**config.mk**
```make
export PLATFORM = sky130hd
export DESIGN_NAME = wb_write_queue
export DESIGN_NICKNAME = d
export VERILOG_FILES = /design/src/rtl/wb_write_queue.sv
export SDC_FILE = /design/constraint.sdc
export NUM_CORES = 1
export LEC_CHECK = 0
export BUFFER_PORTS_ARGS = -buffer_cell sky130_fd_sc_hd__buf_2
export CAP_MARGIN = 30
export CORE_AREA = 2 2 154 156
export DETAILED_ROUTE_END_ITERATION = 8
export DIE_AREA = 0 0 156 158
export MAX_ROUTING_LAYER = met4
export PLACE_DENSITY_LB_ADDON = 0.15
export SYNTH_ARGS = -nofsm -noshare
export SYNTH_HDL_FRONTEND = slang
export SYNTH_SLANG_ARGS = --single-unit
```
**constraint.sdc**
```tcl
create_clock -name clk_i -period 3.75 [get_ports clk_i]
set_input_delay 0.375 -clock clk_i [delete_from_list [all_inputs] [get_ports clk_i]]
set_output_delay 0.375 -clock clk_i [all_outputs]
set_load 0.05 [all_outputs]
```
**src/rtl/wb_write_queue.sv**
```systemverilog
// Writeback queue: merges ALU and mul/div results into an in-order FIFO,
// drains one register-file write per cycle and exposes pending-write forwarding.
module wb_write_queue #(
    parameter int unsigned DEPTH = 4,
    parameter int unsigned AW    = 5,
    parameter int unsigned DW    = 32
) (
    input  logic                         clk_i,
    input  logic                         rst_i,
    input  logic                         alu_valid_i,
    input  logic [AW-1:0]                alu_addr_i,
    input  logic [DW-1:0]                alu_data_i,
    output logic                         alu_ready_o,
    input  logic                         md_valid_i,
    input  logic [AW-1:0]                md_addr_i,
    input  logic [DW-1:0]                md_data_i,
    output logic                         md_ready_o,
    input  logic                         stall_i,
    output logic                         RegWrite_o,
    output logic [AW-1:0]                RDaddr_o,
    output logic [DW-1:0]                RDdata_o,
    input  logic [AW-1:0]                fwd_addr_i,
    output logic                         fwd_hit_o,
    output logic [DW-1:0]                fwd_data_o,
    output logic [$clog2(DEPTH+1)-1:0]   count_o,
    output logic                         full_o,
    output logic                         empty_o
);

    localparam int unsigned PW = $clog2(DEPTH);
    localparam int unsigned CW = $clog2(DEPTH + 1);

    logic [AW-1:0]    addr_q [DEPTH];
    logic [DW-1:0]    data_q [DEPTH];
    logic [DEPTH-1:0] vld_q;
    logic [PW-1:0]    rd_ptr_q;
    logic [PW-1:0]    wr_ptr_q;
    logic [CW-1:0]    count_q;

    logic [CW-1:0]    free;
    logic             alu_acc;
    logic             md_acc;
    logic             alu_enq;
    logic             md_enq;
    logic             deq;
    logic [PW-1:0]    md_ptr;
    logic [PW-1:0]    fidx;

    // Handshake and enqueue decisions; room is judged from registered count only
    always_comb begin
        free        = CW'(DEPTH) - count_q;
        alu_ready_o = (free >= CW'(1)) & ~rst_i;
        alu_acc     = alu_valid_i & alu_ready_o;
        md_ready_o  = (free >= (CW'(1) + CW'(alu_acc))) & ~rst_i;
        md_acc      = md_valid_i & md_ready_o;
        // writes to r0 finish the handshake but are never stored
        alu_enq     = alu_acc & (alu_addr_i != '0);
        md_enq      = md_acc & (md_addr_i != '0);
        md_ptr      = wr_ptr_q + PW'(alu_enq);
    end

    // Drain port: head entry is presented whenever the queue is non-empty
    always_comb begin
        empty_o    = (count_q == '0);
        full_o     = (count_q == CW'(DEPTH));
        count_o    = count_q;
        RegWrite_o = ~empty_o & ~stall_i;
        deq        = RegWrite_o;
        RDaddr_o   = empty_o ? '0 : addr_q[rd_ptr_q];
        RDdata_o   = empty_o ? '0 : data_q[rd_ptr_q];
    end

    // Forwarding lookup: walk oldest to youngest so the youngest match wins
    always_comb begin
        fwd_hit_o  = 1'b0;
        fwd_data_o = '0;
        fidx       = '0;
        for (int unsigned i = 0; i < DEPTH; i++) begin
            fidx = rd_ptr_q + PW'(i);
            if (vld_q[fidx] && (fwd_addr_i != '0) && (addr_q[fidx] == fwd_addr_i)) begin
                fwd_hit_o  = 1'b1;
                fwd_data_o = data_q[fidx];
            end
        end
    end

    // Pointer, count and valid-bit update; ALU entry is older than mul/div entry
    always_ff @(posedge clk_i) begin
        if (rst_i) begin
            rd_ptr_q <= '0;
            wr_ptr_q <= '0;
            count_q  <= '0;
            vld_q    <= '0;
        end else begin
            if (deq) begin
                vld_q[rd_ptr_q] <= 1'b0;
                rd_ptr_q        <= rd_ptr_q + PW'(1);
            end
            if (alu_enq) begin
                addr_q[wr_ptr_q] <= alu_addr_i;
                data_q[wr_ptr_q] <= alu_data_i;
                vld_q[wr_ptr_q]  <= 1'b1;
            end
            if (md_enq) begin
                addr_q[md_ptr] <= md_addr_i;
                data_q[md_ptr] <= md_data_i;
                vld_q[md_ptr]  <= 1'b1;
            end
            wr_ptr_q <= wr_ptr_q + PW'(alu_enq) + PW'(md_enq);
            count_q  <= count_q + CW'(alu_enq) + CW'(md_enq) - CW'(deq);
        end
    end

endmodule

```
# == Word level (Yosys, flattened, before mapping) ==
# Memories as Yosys holds them, arrays and structs flattened. A register that Yosys moved wholly into a read port is not among the register bits.
# Index checks and enable logic that the tools add are counted.
# classes
add_sub_neg,10
magnitude_cmp,11
eq_ne,5
mux,39
n_bitwise,14
reduce_logical,15
# ops
cell,count
32-bit two-way mux,5
5-bit equality test,4
4-bit two-way mux,5
"2-bit by 3-bit < comparator with 1-bit output, second input constant",6
1-bit two-way mux,17
5-bit nonzero test,3
1-bit logical AND,11
1-bit binary-select mux with 2-bit select,4
2-bit two-way mux,4
4-bit OR,2
1-bit AND,7
3-bit by 1-bit adder with 3-bit output,2
1-bit demux with 2-bit select,3
"2-bit by 1-bit greater-or-equal comparator with 1-bit output, second input constant",3
5-bit two-way mux,1
2-bit by 1-bit adder with 2-bit output,2
"2-bit adder, second input constant",2
4-bit AND,1
4-bit inverter,1
"3-bit equality test, second input constant",1
"3-bit by 1-bit greater-or-equal comparator with 1-bit output, second input constant",1
3-bit by 2-bit greater-or-equal comparator with 1-bit output,1
3-bit zero test,1
1-bit inverter,3
other kinds (4),4
# word_totals
regBits,11
ramBits,148
output_inout_bits,78
word_cells,100
n_memories,2
# mem_list
name,depth,word_bits,read_ports,rd_ports_with_merged_regs,write_ports,line,text
data_q,4,32,4,1,2,34,logic [DW-1:0] data_q [DEPTH];
addr_q,4,5,4,1,2,33,logic [AW-1:0] addr_q [DEPTH];

# == Depth between registers and ports, before layout ==
# Gate-level depths: netlist of run 1.
# depth
word_depth,13
depth_mapped,17
depth_no_buf,17

# == Worst setup path after synthesis of run 1 ==
# OpenSTA, ideal clock, no wires.
# synth_path
path_type,register -> register
start,register count_q[0] (netlist: count_o[0])
end,"memory addr_q[0][0], enable pin"
arrival_ns,4.970
required_time_ns,3.355
path_slack_ns,-1.615
stages_incl_launch_ff,15
path_buffers,2
synth_period_minus_slack_ns,5.365
cell_sequence,dfxtp_1 > inv_1 > ha_1 > ha_1 > nor4b_1 > nor2_1 > nand2_1 > ha_1 > o21ai_0 > a311oi_1 > inv_1 > or3_1 > buf_2 > buf_2 > nand2_1
# synth_rtl
item,line,text
from (decl),38,logic [CW-1:0] count_q;
from (signal assigned),110,count_q <= count_q + CW'(alu_enq) + CW'(md_enq) - CW'(deq);
to (decl),33,

# == Final worst setup path of run 1 ==
# layout_path
start,register rd_ptr_q[0]
end,output port fwd_data_o[2]
# layout_rtl
item,line,text
from (decl),36,logic [PW-1:0] rd_ptr_q;
from (signal assigned),97,rd_ptr_q <= rd_ptr_q + PW'(1);
2-bit adder *,79,fidx = rd_ptr_q + PW'(i);
net fidx[0],47,logic [PW-1:0] fidx;
branches (longest 4 deep; another with memory 4 x 5 bit),-,
32-bit two-way mux *,80,if (vld_q[fidx] && (fwd_addr_i != '0) && (addr_q[fidx] == fwd_addr_i)) begin
to (decl),24,"output logic [DW-1:0] fwd_data_o,"
# Mark *: on every way through the listed nets, which the timed path passes. The select of a mux whose other input is x is not followed.

==> impl_metrics.json, run 1 <==
{
  "synth_enable_flop_cells": 148,
  "met3_wirelength_um": 2803,
  "drive_gt1_frac": 0.5606,
  "clockPowerShare": 0.156,
  "required_ns": 3.38,
  "synth_top_area_share": 0.3643,
  "max_freq_ghz": 0.2556,
  "slew_viol_final": 0,
  "numPortBuffers": 161,
  "synth_area_leaders": "edfxtp_1 (36%), mux2_2 (17%), mux4_2 (15%)",
  "dr.pass1.iters": 5,
  "yosys_warnings": 0,
  "violations": "negative setup slack",
  "cts-buffers-inserted": 17,
  "pin_count": 162,
  "cts.path.max_buffers": 2,
  "synth_top_area_cell": "edfxtp_1",
  "dieArea_um2": 24650,
  "antenna_left": 0,
  "r2r_end": "data_q[2][1]",
  "end_kind": "output port",
  "syn_avg_cell_area_um2": 12.41,
  "start_util": 0.5293,
  "synth_cells": 983,
  "cts.clk_slew.worst_paths_ns": 0.07,
  "clock-sinks": 161,
  "slew_headroom": 0.5144,
  "cap_violations": 0,
  "fin_ws_ns": -0.1621,
  "crit_fanout": 6,
  "grt_max_degree": 88,
  "rr_worst_depth": 13,
  "first_iter_violations": 949,
  "routedWlPerCell_um": 25.40,
  "grt_pass1_wl_um": 55080,
  "period_share": 1.043,
  "path_class": "flip-flop to output port",
  "final_nets": 1235,
  "worstHoldStart": "md_data_i[4]",
  "status": "finished with violations",
  "min_path_type": "input pin to flip-flop",
  "cts_root_buf": "clkbuf_16",
  "coreArea_um2": 23050,
  "vias": 9504,
  "ir_drop_mv": 0.7790,
  "synthXorXnorAreaFrac": 0.01866,
  "rsz0062_at_grt": "yes",
  "whs_path_depth": 2,
  "synthArstFlopShare": 0,
  "synth.mux.area_fraction": 0.3522,
  "num_rows": 56,
  "worst_pin_slew_ns": 0.7284,
  "syn2layout_area_growth_pct": 29.66,
  "start_kind": "flip-flop",
  "final_util": 0.6862,
  "layout_min_cycle_time_ns": 3.912,
  "r2r_slack_ns": 0.27,
  "p_per_area_nw_per_um2": 712.1,
  "synthesis.area_um2": 12200,
  "wl_um": 36630,
  "top_layer": "met4",
  "synthesis.nets": 1082,
  "synth_seq_cells": 161,
  "critPathArrivalTime_ns": 3.54,
  "dp_hpwl_um": 21970,
  "synth-simple-area-share": 0.08174,
  "p_int_mw": 6.093,
  "m1WireLength_um": 15110,
  "grt_overflow": 0,
  "via_per_inst": 6.591,
  "cts_tree": "yes",
  "place.gp.congestion": 0.8392,
  "grt_pass1_vias": 9419,
  "synth_top_family_by_area": "multiplexers",
  "grt_usage": 0.3038,
  "power_switching_mw": 5.171,
  "pwr-share-seq": 0.246,
  "p_leak_nw": 5.143,
  "setup_viol": 29,
  "synth_compound_area_frac": 0.1041,
  "drc_errors": 0,
  "hold_viol_final": 0,
  "synthAdderAreaFrac": 0.01661,
  "hold_path_end": "data_q[2][4]",
  "die_x_um": 156,
  "insertion_delay_ns": 0.43,
  "synth.distinct_cells": 49,
  "swShare": 0.4591,
  "r2r_start": "count_o[0]",
  "total_power_mw": 11.26,
  "ys_seq_area_frac": 0.3856,
  "p_comb_frac": 0.598,
  "clock_skew_ns": 0.01124,
  "die_h_um": 158,
  "cts_max_level": 4,
  "met2_wirelength_um": 18120,
  "ys.flop_type": "edfxtp_1",
  "antenna_found_initial": 5
}
-- registers in the layout (all words and copies together) (netlist names), named ones only --
register,count
wr_ptr_q,2
addr_q,20
rd_ptr_q,2
data_q,128
vld_q,4
count_o,3
-- final cells by class --
type                       count  area (um^2)
tap                          290        362.8
fill                        1623         7233
clock buffer                  20        436.7
timing repair buffer         224         1802
antenna                        5        12.51
multi-input combinational    718         8283
inverter                      14        60.06
clock inverter                10        138.9
sequential                   161         4723
-- what timing repair did --
action / CTS / global route
cloned: 5 / 5
pin swaps: 14 / 33
resized for setup: 96 / 38
hold buffers: 0 / 0
setup buffers: 12 / 10
setup endpoints to repair: 32 / 120
-- power groups by stage --
stage	sequential, mW	combinational (mW)	clock, mW
after floorplan	2.70	4.91	0
after CTS	2.76	6.45	1.77
after global placement	2.77	6.06	0
after global routing	2.81	7.11	1.83
after detailed placement	2.79	6.13	0
final	2.77	6.73	1.76
-- how the worst max path moves through the flow --
stage | end | start | slack [ns] | cells after the start
2_1_floorplan | fwd_data_o[25] | rd_ptr_q[0] | -0.21 | 15
6_report | fwd_data_o[2] | rd_ptr_q[0] | -0.16 | 13
4_1_cts | fwd_data_o[21] | rd_ptr_q[1] | -0.08 | 13
3_5_place_dp | data_q[2][30] | count_o[0] | 0.14 | 13
5_1_grt | fwd_data_o[2] | rd_ptr_q[1] | -0.27 | 13
3_3_place_gp | data_q[0][16] | count_o[0] | 0.16 | 13
-- critical path, stage by stage, from the launching register on --
cell	delay (ns)
dfxtp_4	0.37
inv_4	0.04
ha_4	0.26
buf_8	0.12
mux4_2	0.53
xnor2_2	0.17
nand4_1	0.21
buf_12	0.21
buf_12	0.13
buf_6	0.11
a2111oi_4	0.31
a31oi_2	0.09
a221oi_4	0.33
buf_6	0.20
-- synth_stat cells (2+ instances only) --
library cell	count
nand3_1	4
buf_2	31
ha_1	13
o2111a_1	2
a221oi_2	30
nor4_1	2
o21ai_0	5
mux2i_1	37
buf_1	8
nand2_1	21
xnor2_1	23
mux4_2	82
dfxtp_1	13
fa_1	2
inv_1	14
a31oi_1	37
nor2b_1	39
a2111oi_0	32
nand3b_1	3
nor3_1	2
a21oi_1	35
nand2b_1	2
xor2_1	3
or3_1	3
edfxtp_1	148
or4_1	2
clkbuf_1	46
mux2_2	181
nor2_1	137
buf_6	7
-- routing by layer --
metal  GRT usage  up-vias
met4     0.07558        0
li1            -     4209
met3     0.04572       46
met5           -        -
met2      0.4907      433
met1      0.4083     4816
-- stage by stage --
| step | worst slack, ns | area [um^2] | TNS (ns) | hold WS (ns) | std cells |
|---|---|---|---|---|---|
| 2_1_floorplan | -0.2090 | 13250 | -6.226 | 0.4369 | 983 |
| 3_3_place_gp | 0.1567 | 14260 | 0 | 0.5027 | 1376 |
| 3_5_place_dp | 0.1431 | 14260 | 0 | 0.5170 | 1376 |
| 4_1_cts | -0.08197 | 15380 | -0.9093 | 0.2745 | 1423 |
| 5_1_grt | -0.2724 | 15820 | -5.319 | 0.2870 | 1442 |
| 6_report | -0.1621 | 15820 | -2.180 | 0.2814 | 1442 |
-- cell usage in the layout (no fill, tap or decap), types with 4 or more instances in the layout --
cell type,instances
edfxtp_1,148
a31oi_2,22
mux2_2,181
buf_12,13
buf_16,4
xnor2_1,19
nand2_1,17
dfxtp_4,4
mux2i_1,37
a221oi_4,30
inv_1,9
buf_2,130
clkbuf_16,20
nor2b_1,39
xnor2_2,4
a31oi_1,12
nor2_1,136
buf_4,37
a2111oi_4,30
dfxtp_1,6
buf_6,34
mux4_2,82
ha_1,10
diode_2,5
a21oi_1,35
or2_4,4
-- kinds of logic after synthesis --
kind of cell / count (synthesis)
mux: 302
simple gates: 222
flops: 161
compound gates: 149
buf+inv: 108
xor+xnor: 26
fa+ha+maj: 15
(Power assumes the default switching activity.)
==> run 2, diff against run 1 <==
--- a/config.mk
+++ b/config.mk
@@ -7,9 +7,11 @@
 export LEC_CHECK = 0
 export BUFFER_PORTS_ARGS = -buffer_cell sky130_fd_sc_hd__buf_2
 export CAP_MARGIN = 30
-export CORE_AREA = 2 2 154 156
+export CORE_AREA = 2 2 152 154
+export CTS_BUF_LIST = sky130_fd_sc_hd__clkbuf_2
+export CTS_CLUSTER_DIAMETER = 120
 export DETAILED_ROUTE_END_ITERATION = 8
-export DIE_AREA = 0 0 156 158
+export DIE_AREA = 0 0 154 156
 export MAX_ROUTING_LAYER = met4
 export PLACE_DENSITY_LB_ADDON = 0.15
 export SYNTH_ARGS = -nofsm -noshare
==> impl_metrics.json, run 2 (synthesized netlist as in run 1, its figures left out) <==
{
  "drc_errors": 0,
  "largest_reg_flops": 128,
  "final_util": 0.7546,
  "pin_count": 162,
  "p_leak_nw": 5.560,
  "worst_pin_slew_ns": 0.7560,
  "grt_pass1_wl_um": 58750,
  "syn2layout_area_growth_pct": 38.32,
  "status": "finished with violations",
  "die_x_um": 154,
  "rsz0062_at_grt": "yes",
  "insertion_delay_ns": 0.76,
  "regMostFlops": "data_q",
  "routedWlPerCell_um": 25.10,
  "mostFrequentLayoutCells": "mux2_2 (181), edfxtp_1 (148), nor2_1 (134)",
  "dp_hpwl_um": 22380,
  "final_nets": 1327,
  "rr_worst_depth": 13,
  "p_per_area_nw_per_um2": 643.8,
  "start_util": 0.5455,
  "numPortBuffers": 161,
  "whs_path_depth": 6,
  "setup_viol": 33,
  "cts_tree": "yes",
  "final_common_cell": "mux2_2",
  "grt_overflow": 0,
  "violations": "negative setup slack",
  "cts.path.max_buffers": 2,
  "grt_usage": 0.3271,
  "drive_gt1_frac": 0.5359,
  "min_path_type": "input pin to flip-flop",
  "slew_viol_final": 0,
  "ir_drop_mv": 0.7812,
  "coreArea_um2": 22370,
  "wl_um": 38350,
  "via_per_inst": 6.582,
  "cts.clk_slew.worst_paths_ns": 0.23,
  "critPathArrivalTime_ns": 3.84,
  "final_area_um2": 16880,
  "num_rows": 55,
  "cts-buffers-inserted": 17,
  "place_area_um2": 14360,
  "first_iter_violations": 925,
  "layout_min_cycle_time_ns": 4.210,
  "grt_pass1_vias": 10380,
  "dr.pass1.iters": 5,
  "die_h_um": 156,
  "antenna_left": 0,
  "cap_violations": 0,
  "end_kind": "output port",
  "clock_skew_ns": 0.02840,
  "period_share": 1.123,
  "required_ns": 3.38,
  "path_class": "flip-flop to output port",
  "fin_ws_ns": -0.4604,
  "place.gp.congestion": 0.8380,
  "start_kind": "flip-flop",
  "cts_root_buf": "clkbuf_2",
  "dieArea_um2": 24020,
  "setup_tns_ns": -13.19,
  "top_regs": "data_q: 128 flops, addr_q: 20 flops, vld_q: 4 flops",
  "grt_max_degree": 98,
  "antenna_found_initial": 1,
  "slew_headroom": 0.4960,
  "vias": 10060,
  "cts_max_level": 4,
  "crit_fanout": 6,
  "clock-sinks": 161,
  "max_freq_ghz": 0.2375,
  "hold_viol_final": 0
}
==> run 2: critical path, stage by stage, from the launching register on <==
cell and delay, ns:
dfxtp_2 0.39, inv_2 0.06, ha_4 0.30, buf_12 0.11, mux4_2 0.52, xnor2_2 0.17, nand4_1 0.14, buf_6 0.17
buf_12 0.15, or2_4 0.28, buf_12 0.16, clkbuf_16 0.17, a31oi_4 0.20, a221oi_4 0.09, buf_6 0.18
==> run 2: power by group <==
part | internal [mW] | total [mW] | switching [mW]
combinational | 2.74 | 7.05 | 4.31
sequential | 2.46 | 2.75 | 0.288
clock | 0.438 | 1.06 | 0.626
total | 5.64 | 10.9 | 5.23
==> run 2: worst paths after layout <==
check | from | slack, ns | end
min | md_valid_i | 0.23 | count_o[0]
min reg2reg | vld_q[0] | 0.56 | vld_q[0]
max reg2reg | count_o[0] | 0.18 | data_q[1][19]
max | rd_ptr_q[1] | -0.46 | fwd_data_o[16]
==> run 2: what timing repair did <==
| action | in CTS | in global routing |
|---|---|---|
| cloned | 9 | 2 |
| pin swaps | 31 | 26 |
| setup endpoints to repair | 33 | 73 |
| hold endpoints to repair | 158 | 0 |
| resized for setup | 169 | 15 |
| hold buffers | 81 | 0 |
| setup buffers | 17 | 7 |
==> run 2: layout make-up <==
class                   count  area [um^2]
diodes                      2        5.005
clock buffers              20        100.1
clock inverters            12        166.4
fillers                  1398         5489
inverters                  14        57.56
multi-input cells         715         8502
flip-flops and latches    161         4723
well taps                 285        356.6
repair buffers            319         2965
==> run 2: layer usage <==
metal / GRT usage / vias to the layer above / wire length [um]
met1: 0.4253 / 5058 / 15740
met3: 0.04111 / 114 / 2496
met4: 0.1259 / 0 / 1251
met2: 0.5296 / 504 / 18860
met5: - / - / 0
li1: - / 4382 / -
==> run 2: per-stage QoR <==
stage	worst slack, ns	hold slack [ns]	power, mW	std cells
CTS	-0.4312	0.2218	10.67	1517
floorplan	-0.2090	0.4369	7.609	983
global placement	0.1768	0.5138	8.866	1378
detailed placement	0.2076	0.5218	8.962	1378
global route	-0.5287	0.2581	11.32	1528
finish	-0.4604	0.2312	10.87	1528
==> run 3, diff against run 2 <==
--- a/config.mk
+++ b/config.mk
@@ -7,11 +7,11 @@
 export LEC_CHECK = 0
 export BUFFER_PORTS_ARGS = -buffer_cell sky130_fd_sc_hd__buf_2
 export CAP_MARGIN = 30
-export CORE_AREA = 2 2 152 154
+export CORE_AREA = 3 3 153 155
 export CTS_BUF_LIST = sky130_fd_sc_hd__clkbuf_2
 export CTS_CLUSTER_DIAMETER = 120
 export DETAILED_ROUTE_END_ITERATION = 8
-export DIE_AREA = 0 0 154 156
+export DIE_AREA = 0 0 156 158
 export MAX_ROUTING_LAYER = met4
 export PLACE_DENSITY_LB_ADDON = 0.15
 export SYNTH_ARGS = -nofsm -noshare
==> impl_metrics.json, run 3 (synthesized netlist as in run 1, its figures left out) <==
{
  "register_area_um2": 4723,
  "insertion_delay_ns": 0.77,
  "grt_usage": 0.3162,
  "cts.clk_slew.worst_paths_ns": 0.23,
  "cts.path.max_buffers": 2,
  "routedWlPerCell_um": 25.11,
  "dpl_worst_slack_ns": 0.1312,
  "p_per_area_nw_per_um2": 659.0,
  "coreArea_um2": 21960,
  "slew_headroom": 0.5724,
  "dp_hpwl_um": 22550,
  "start_util": 0.5556,
  "p_leak_nw": 5.385,
  "critPathArrivalTime_ns": 3.77,
  "die_x_um": 156,
  "antenna_found_initial": 4,
  "rsz0062_at_grt": "yes",
  "worstHoldStart": "md_valid_i",
  "end_kind": "output port",
  "final_nets": 1312,
  "pin_count": 162,
  "layout_min_cycle_time_ns": 4.145,
  "final_common_cell": "mux2_2",
  "grt_pass1_wl_um": 58000,
  "grt_pass1_vias": 10110,
  "required_ns": 3.38,
  "period_share": 1.105,
  "clock_skew_ns": 0.03545,
  "slew_viol_final": 0,
  "cts_max_level": 4,
  "r2r_start": "count_o[0]",
  "min_path_type": "input pin to flip-flop",
  "cts_root_buf": "clkbuf_2",
  "whs_path_depth": 6,
  "multi_input_area_um2": 8133,
  "grt_max_degree": 86,
  "cts-buffers-inserted": 17,
  "ir_drop_mv": 0.8275,
  "total_power_mw": 10.73,
  "antenna_left": 0,
  "r2r_slack_ns": 0.26,
  "wl_um": 37920,
  "first_iter_violations": 860,
  "drc_errors": 0,
  "drive_gt1_frac": 0.5188,
  "via_per_inst": 6.576,
  "hold_viol_final": 0,
  "status": "finished with violations",
  "syn2layout_area_growth_pct": 33.43,
  "max_freq_ghz": 0.2413,
  "crit_fanout": 6,
  "vias": 9930,
  "die_h_um": 158,
  "final.fill_count": 1419,
  "violations": "negative setup slack",
  "fin_ws_ns": -0.3946,
  "rr_worst_depth": 13,
  "cp-startpoint": "rd_ptr_q[0]",
  "grt_overflow": 0,
  "dr.pass1.iters": 5,
  "top_regs": "data_q: 128 flops, addr_q: 20 flops, vld_q: 4 flops",
  "regMostFlops": "data_q",
  "worst_pin_slew_ns": 0.6414,
  "mostFrequentLayoutCells": "mux2_2 (181), edfxtp_1 (148), nor2_1 (131)",
  "largest_reg_flops": 128,
  "cap_violations": 0,
  "numPortBuffers": 161,
  "clock-sinks": 161,
  "cts_tree": "yes",
  "path_class": "flip-flop to output port",
  "start_kind": "flip-flop",
  "place.gp.congestion": 0.8351,
  "setup_viol": 33,
  "dieArea_um2": 24650,
  "num_rows": 54
}
## run 3: cell types whose count changed in the layout (fill, tap and decap cells not counted), moves of 3 or more
| cell | before | now |
|---|---|---|
| a2111oi_2 | 0 | 4 |
| a2111oi_4 | 32 | 29 |
| a31oi_1 | 5 | 29 |
| a31oi_2 | 12 | 6 |
| a31oi_4 | 20 | 2 |
| buf_16 | 7 | 4 |
| buf_4 | 29 | 33 |
| buf_6 | 46 | 38 |
| dlygate4sd3_1 | 81 | 76 |
| nor2_1 | 134 | 131 |
| nor2_2 | 2 | 6 |
## run 3: worst max-delay path, stage by stage, from the launching register on
cell and delay (ns):
dfxtp_4 0.43, inv_4 0.05, ha_4 0.31, buf_6 0.13, mux4_2 0.52, xnor2_2 0.14
nand4_1 0.13, buf_6 0.17, clkbuf_16 0.16, buf_4 0.13, a2111oi_4 0.24, a31oi_2 0.09
a221oi_4 0.32, buf_6 0.20
## run 3: area by class of cell
type | instances | share of cell area
inverters | 14 | 0.003535
flip-flops and latches | 161 | 0.2901
multi-input cells | 714 | 0.4996
diodes | 4 | 0.0006149
repair buffers | 305 | 0.1660
well taps | 280 | 0.02152
clock inverters | 13 | 0.01276
clock buffers | 19 | 0.005841
## run 3: path summary, 6_finish.rpt
path / endpoint
setup / recovery: fwd_data_o[20]
setup reg to reg: data_q[0][0]
hold / removal: count_o[0]
hold reg to reg: vld_q[3]
## run 3: what timing repair did
action / in CTS / in global routing
endpoints found under the setup margin: 33 / 183
pin swaps: 11 / 15
setup buffers: 18 / 5
hold buffers: 76 / 0
endpoints found under the hold margin: 161 / 0
resized for setup: 110 / 28
cloned: 3 / 1
## run 3: through the flow
step | util | cell area (um^2) | instances | hold slack, ns | TNS, ns
after floorplan | - | 13250 | 983 | 0.4369 | -6.226
after CTS | 0.7306 | 16040 | 1500 | 0.1833 | -11.57
final | 0.7414 | 16280 | 1510 | 0.2040 | -10.82
after global routing | 0.7414 | 16280 | 1510 | 0.1906 | -16.31
after global placement | 0.6532 | 14340 | 1371 | 0.5088 | 0
after detailed placement | 0.6532 | 14340 | 1371 | 0.5201 | 0
## run 3: layer usage
metal  vias up  GRT usage  wire, um
met5         -          -         0
met4         0    0.09966       903
met3        89    0.04784      2868
met2       519     0.5184     19240
met1      4963     0.4091     14920
li1       4359          -         -
## run 3: power breakdown
group	total (mW)	switching, mW	leakage (nW)	internal, mW
Sequential	2.75	0.289	1.46	2.46
Combinational	6.81	4.16	3.75	2.65
Clock	1.17	0.654	0.170	0.512
